`config.mk`:
```
export PLATFORM = sky130hd
export DESIGN_NAME = fetch_ctrl
export DESIGN_NICKNAME = d
export VERILOG_FILES = /design/src/rtl/fetch_ctrl_pkg.sv /design/src/rtl/fetch_ctrl_sat_counter.sv /design/src/rtl/fetch_ctrl.sv
export SDC_FILE = /design/constraint.sdc
export NUM_CORES = 1
export LEC_CHECK = 0
export CORE_ASPECT_RATIO = 1.1
export CORE_MARGIN = 1
export CORE_UTILIZATION = 45
export CTS_CLUSTER_DIAMETER = 40
export CTS_CLUSTER_SIZE = 14
export DETAILED_ROUTE_END_ITERATION = 10
export HOLD_SLACK_MARGIN = 0.02
export PLACE_DENSITY = 0.83
export REMOVE_ABC_BUFFERS = 1
export SLEW_MARGIN = 20
export SYNTH_ARGS = -nofsm -noshare
export SYNTH_HDL_FRONTEND = slang
export SYNTH_SLANG_ARGS = --single-unit
```
`constraint.sdc`:
```
create_clock -name clk_i -period 3.3 [get_ports clk_i]
set_clock_uncertainty 0.15 [all_clocks]
set_input_delay 0.66 -clock clk_i [delete_from_list [all_inputs] [get_ports clk_i]]
set_output_delay 0.66 -clock clk_i [all_outputs]
set_load 0.05 [all_outputs]
```
`src/rtl/fetch_ctrl_pkg.sv`:
```
// fetch_ctrl_pkg: shared types and constants for the fetch sequencing controller
package fetch_ctrl_pkg;

    typedef enum logic [2:0] {
        BOOT     = 3'd0,
        RUN      = 3'd1,
        MEM_WAIT = 3'd2,
        HALT     = 3'd3
    } ctrl_state_e;

    localparam logic [4:0] REG_ZERO  = 5'd0;
    localparam int         CNT_W_DEF = 32;

endpackage

```
`src/rtl/fetch_ctrl_sat_counter.sv`:
```
// sat_counter: event counter that sticks at all-ones instead of wrapping
//   clk_i  : clock
//   rst_ni : async active-low reset, clears count
//   inc    : count one event this cycle
//   clear  : synchronous clear, wins over inc
//   cnt    : current count
module sat_counter #(
    parameter int W = 32
) (
    input  logic         clk_i,
    input  logic         rst_ni,
    input  logic         inc,
    input  logic         clear,
    output logic [W-1:0] cnt
);

    always_ff @(posedge clk_i or negedge rst_ni) begin
        if (!rst_ni)
            cnt <= '0;
        else if (clear)
            cnt <= '0;
        else if (inc && !(&cnt))
            cnt <= cnt + 1'b1;
    end

endmodule

```
`src/rtl/fetch_ctrl.sv`:
```
// fetch_ctrl: fetch-stage and IF/ID, ID/EX sequencing with boot/run/wait/halt FSM
//   clk_i, rst_ni                : clock, async active-low reset
//   ID_rs1/rs2_addr, _used       : sources read by the instruction in ID
//   EX_rd_addr, EX_mem_rd        : destination / load flag of the instruction in EX
//   EX_br_taken, EX_br_target    : redirect request and target from EX
//   MEM_busy                     : data memory stall, freezes the whole pipe
//   halt_req                     : debug halt level
//   pc_en, IF_stall_en           : PC load / IF/ID capture enables
//   IF_rst_n, ID_flush_n         : IF/ID clear / ID/EX bubble strobes (active low)
//   pc_sel, pc_imm               : redirect select and target
//   ctrl_state                   : FSM state encoding
//   stall_cnt, flush_cnt         : saturating load-use stall / redirect counters
module fetch_ctrl
    import fetch_ctrl_pkg::*;
#(
    parameter int BOOT_CYCLES = 2,
    parameter int CNT_W       = CNT_W_DEF
) (
    input  logic             clk_i,
    input  logic             rst_ni,
    input  logic [4:0]       ID_rs1_addr,
    input  logic [4:0]       ID_rs2_addr,
    input  logic             ID_rs1_used,
    input  logic             ID_rs2_used,
    input  logic [4:0]       EX_rd_addr,
    input  logic             EX_mem_rd,
    input  logic             EX_br_taken,
    input  logic [31:0]      EX_br_target,
    input  logic             MEM_busy,
    input  logic             halt_req,
    output logic             pc_en,
    output logic             IF_stall_en,
    output logic             IF_rst_n,
    output logic             ID_flush_n,
    output logic             pc_sel,
    output logic [31:0]      pc_imm,
    output logic [2:0]       ctrl_state,
    output logic [CNT_W-1:0] stall_cnt,
    output logic [CNT_W-1:0] flush_cnt
);

    localparam int BW = $clog2(BOOT_CYCLES + 1);

    ctrl_state_e   state, state_nx;
    logic [BW-1:0] boot_cnt;
    logic          hazard, boot_done, stall_inc, flush_inc;

    assign hazard = EX_mem_rd && (EX_rd_addr != REG_ZERO) &&
                    ((ID_rs1_used && ID_rs1_addr == EX_rd_addr) ||
                     (ID_rs2_used && ID_rs2_addr == EX_rd_addr));
    assign boot_done  = boot_cnt == BW'(BOOT_CYCLES - 1);
    assign ctrl_state = state;
    assign pc_imm     = pc_sel ? EX_br_target : 32'd0;

    always_ff @(posedge clk_i or negedge rst_ni) begin
        if (!rst_ni) begin
            state    <= BOOT;
            boot_cnt <= '0;
        end else begin
            state    <= state_nx;
            boot_cnt <= (state == BOOT) ? boot_cnt + 1'b1 : '0;
        end
    end

    // MEM_WAIT with MEM_busy=1 yields exactly the RUN freeze response, so
    // both states share one rule set; leaving MEM_WAIT falls out naturally.
    always_comb begin
        state_nx    = state;
        pc_en       = 1'b0;
        IF_stall_en = 1'b0;
        IF_rst_n    = 1'b0;
        ID_flush_n  = 1'b0;
        pc_sel      = 1'b0;
        stall_inc   = 1'b0;
        flush_inc   = 1'b0;
        case (state)
            BOOT: state_nx = boot_done ? RUN : BOOT;
            RUN, MEM_WAIT: begin
                if (MEM_busy) begin
                    IF_rst_n   = 1'b1;
                    ID_flush_n = 1'b1;
                    state_nx   = MEM_WAIT;
                end else if (EX_br_taken) begin
                    pc_en       = 1'b1;
                    IF_stall_en = 1'b1;
                    pc_sel      = 1'b1;
                    flush_inc   = 1'b1;
                    state_nx    = RUN;
                end else if (hazard) begin
                    IF_rst_n  = 1'b1;
                    stall_inc = 1'b1;
                    state_nx  = RUN;
                end else begin
                    pc_en       = 1'b1;
                    IF_stall_en = 1'b1;
                    IF_rst_n    = 1'b1;
                    ID_flush_n  = 1'b1;
                    state_nx    = halt_req ? HALT : RUN;
                end
            end
            HALT: begin
                IF_rst_n = 1'b1;
                state_nx = halt_req ? HALT : RUN;
            end
            default: state_nx = BOOT;
        endcase
    end

    sat_counter #(.W(CNT_W)) u_stall_cnt (
        .clk_i (clk_i),
        .rst_ni(rst_ni),
        .inc   (stall_inc),
        .clear (state == BOOT),
        .cnt   (stall_cnt)
    );

    sat_counter #(.W(CNT_W)) u_flush_cnt (
        .clk_i (clk_i),
        .rst_ni(rst_ni),
        .inc   (flush_inc),
        .clear (state == BOOT),
        .cnt   (flush_cnt)
    );

endmodule

```
==> results of run 1 <==
==> kinds of logic (layout without fill, tap and decap cells) <==
kind of cell | Yosys count | after routing | synth area share
multiplexers | 13 | 13 | 0.0346
XOR/XNOR | 36 | 36 | 0.0758
AND/OR/NAND/NOR | 251 | 251 | 0.332
adder cells (fa/ha/maj) | 6 | 6 | 0.0180
flip-flops | 68 | 68 | 0.409
buffers and inverters | 41 | 203 | 0.0448
other | 1 | 1 | 0.000901
AO/OA/AOI/OAI | 63 | 63 | 0.0851
==> per-layer routing <==
metal  GRT usage  vias up  part of all wire
li1            -     2022                 -
met1       0.283     2049              0.37
met2       0.489      176              0.52
met3      0.0745       16             0.090
met4       0.108        0             0.018
met5           0        -                 0
==> state kept, by name (all words and copies together), names as in the netlist <==
name / flops
u_stall_cnt.cnt: 32
u_flush_cnt.cnt: 32
boot_cnt: 2
ctrl_state: 2
==> synthesized netlist by cell type (all sizes together), types with 2 or more instances <==
cell,number,area [um2]
xnor2,20,175
buf,7,52.5
dfrtp,68,1700
and3,39,250
ha,6,75.1
nor3,11,55.1
xor2,16,140
nand2,22,82.6
mux2i,2,20.0
or3,22,138
nor2b,14,87.6
inv,13,48.8
nand2b,2,12.5
or4,9,67.6
mux2,11,124
clkbuf,20,75.1
o21a,2,15.0
o31ai,5,37.5
and2,5,31.3
nor2,55,206
nand3,36,180
nor4,7,58.8
nor3b,2,15.0
a21oi,27,135
o2111ai,2,17.5
o21ai,23,115
nand4,23,159
==> power groups by stage <==
| stage | Sequential, W | Clock [W] | Combinational, W |
|---|---|---|---|
| finish | 0.000876 | 0.000778 | 0.00120 |
| global route | 0.000880 | 0.000823 | 0.00127 |
| CTS | 0.000876 | 0.000788 | 0.00120 |
| detailed placement | 0.000893 | 0 | 0.00120 |
| global placement | 0.000890 | 0 | 0.00117 |
| floorplan | 0.000933 | 0 | 0.000568 |
==> final cells by class <==
cell class,instances,area (um2),share of cell area
multi-input cells,370,2280,0.351
repair buffers,174,2090,0.322
flip-flops and latches,68,1700,0.262
well taps,114,143,0.0220
clock buffers,9,124,0.0191
clock inverters,7,100,0.0154
inverters,13,48.8,0.00752
==> metrics by stage <==
step | util | worst slack, ns | area (um2) | power (W) | hold WS [ns]
2_1_floorplan | - | -1.24 | 4020 | 0.00150 | 0.214
3_5_place_dp | 0.702 | 0.0000593 | 6260 | 0.00209 | 0.291
3_3_place_gp | 0.702 | 0.108 | 6260 | 0.00206 | 0.272
5_1_grt | 0.727 | 0.0291 | 6480 | 0.00297 | 0.290
4_1_cts | 0.727 | 0.0158 | 6480 | 0.00287 | 0.262
6_report | 0.727 | 0.0453 | 6480 | 0.00285 | 0.244
==> critical path, stage by stage <==
cell and delay [ns]:
clkdlybuf4s50_1 0.43, buf_4 0.16, xnor2_1 0.21, nand4_1 0.13
o22ai_1 0.33, nand2_1 0.10, o21a_1 0.26, buf_12 0.18
==> cells in the final DEF (no fill, tap or decap), types with 2 or more instances in the layout <==
cell type        instances
nand4_1                 22
and3_1                  37
clkinvlp_4               3
inv_1                   13
bufinv_16                2
o31ai_1                  5
and2_1                   5
nor3_1                  11
nor2b_1                 14
ha_1                     5
mux2i_1                  2
xnor2_1                 20
nor2_1                  55
o21a_1                   2
a21oi_1                 26
or4_1                    9
xor2_1                  16
clkbuf_8                 9
o21ai_0                 22
clkdlybuf4s50_1        119
dfrtp_1                 68
nand3_1                 36
o2111ai_1                2
or3_1                   22
mux2_2                  11
buf_4                   15
nand2_1                 22
buf_12                  39
nand2b_1                 2
nor4_1                   6
nor3b_1                  2
==> worst paths after layout <==
path	cells after the start	slack (ns)	end
setup reg to reg	6	0.63	u_flush_cnt.cnt[28]
min in group clk_i	1	0.30	boot_cnt[0]
max in group asynchronous	2	2.01	boot_cnt[1]
hold reg to reg	1	0.30	boot_cnt[0]
hold / removal	1	0.24	u_stall_cnt.cnt[18]
setup / recovery	8	0.05	IF_stall_en
==> impl_metrics.json, run 1 <==
{
  "outcome": "completed",
  "crit_start": "EX_rd_addr[3]",
  "htree_levels": 3,
  "setup.worst_path.start_class": "primary input",
  "post-route-drc-count": 0,
  "initial_core_util": 0.466,
  "postSynthAreaPerCell_um2": 8.69,
  "grt_max_degree": 38,
  "r2r_start": "u_flush_cnt.cnt[0]",
  "wl_per_cell_um": 16.4,
  "crit_type": "in -> out",
  "hp-class": "in -> async",
  "setup_viol": 0,
  "fin_tns_setup_ns": 0,
  "internal-power_w": 0.00178,
  "fin_crit_ns": 3.25,
  "end_kind": "output pin",
  "drive_gt1_frac": 0.139,
  "seqPwrFrac": 0.307,
  "numClockSinks": 68,
  "worst-path-max-fanout": 3,
  "insertion_delay_ns": 0.34,
  "grt_pass1_vias": 4106,
  "antenna_found_initial": 0,
  "post-route-period-util": 0.986,
  "cts_hold_buf": 0,
  "p_leak_nw": 2.61,
  "final_cells": 755,
  "cts.path.max_buffers": 2,
  "areaGrowthSynthToFinish_pct": 55.9,
  "grt_pass1_wl_um": 19700,
  "port_buffers": 157,
  "final_nets": 697,
  "seq_area_frac_synth": 0.409,
  "gp_congestion": 0.863,
  "ir_worst_vdd_mv": 0.284,
  "hpwl_um": 9390,
  "die_area_um2": 9630,
  "worst_slew_pin_slew_ns": 0.799,
  "cts_buffers": 9,
  "cts_resized": 0,
  "relSlewSlack": 0.468,
  "wl_um": 12400,
  "netlist_area_um2": 4160,
  "root_buffer": "clkbuf_8",
  "die_y_um": 103,
  "slew_violations": 0,
  "worstPathArrival_ns": 2.44,
  "maxCapViolations": 0,
  "p_clk_frac": 0.273,
  "ioPinCount": 159,
  "vias_per_cell": 5.65,
  "pwr-share-comb": 0.420,
  "coreArea_um2": 8920,
  "final-hold-violation-count": 0,
  "synth.distinct_cells": 43,
  "p_per_area_nw_per_um2": 440,
  "postSynthCellCount": 479,
  "drtPass1Iterations": 4,
  "ys_seq_elements": 68,
  "switchingPower_w": 0.00107,
  "num_antenna_cells": 0,
  "postCtsSetupBuffers": 0,
  "fmax_ghz": 0.307,
  "yosysWarnings": 0,
  "critPathRequiredTime_ns": 2.49,
  "rows": 36,
  "clk_pin_slew_ns": 0.08,
  "ys.flop_type": "dfrtp_1",
  "grt.total_usage": 0.264,
  "grt_overflow": 0,
  "die_x_um": 93.7,
  "drt.antenna.violating_nets": 0,
  "drt_iter0_drc": 134,
  "vias": 4263,
  "rsz0062_at_grt": "no",
  "swShare": 0.376,
  "fillers": 641,
  "synth-edff-count": 0,
  "dp_cells": 739,
  "async_flop_share": 1.00,
  "cts_tree": "done"
}
Power figures use the tool's default switching activity.
==> run 2, diff against run 1 <==
--- a/config.mk
+++ b/config.mk
@@ -14,7 +14,6 @@
 export HOLD_SLACK_MARGIN = 0.02
 export PLACE_DENSITY = 0.83
 export REMOVE_ABC_BUFFERS = 1
-export SLEW_MARGIN = 20
 export SYNTH_ARGS = -nofsm -noshare
 export SYNTH_HDL_FRONTEND = slang
 export SYNTH_SLANG_ARGS = --single-unit
==> results of run 2 <==
Final layout, timing and power as in run 1 (identical DEF).
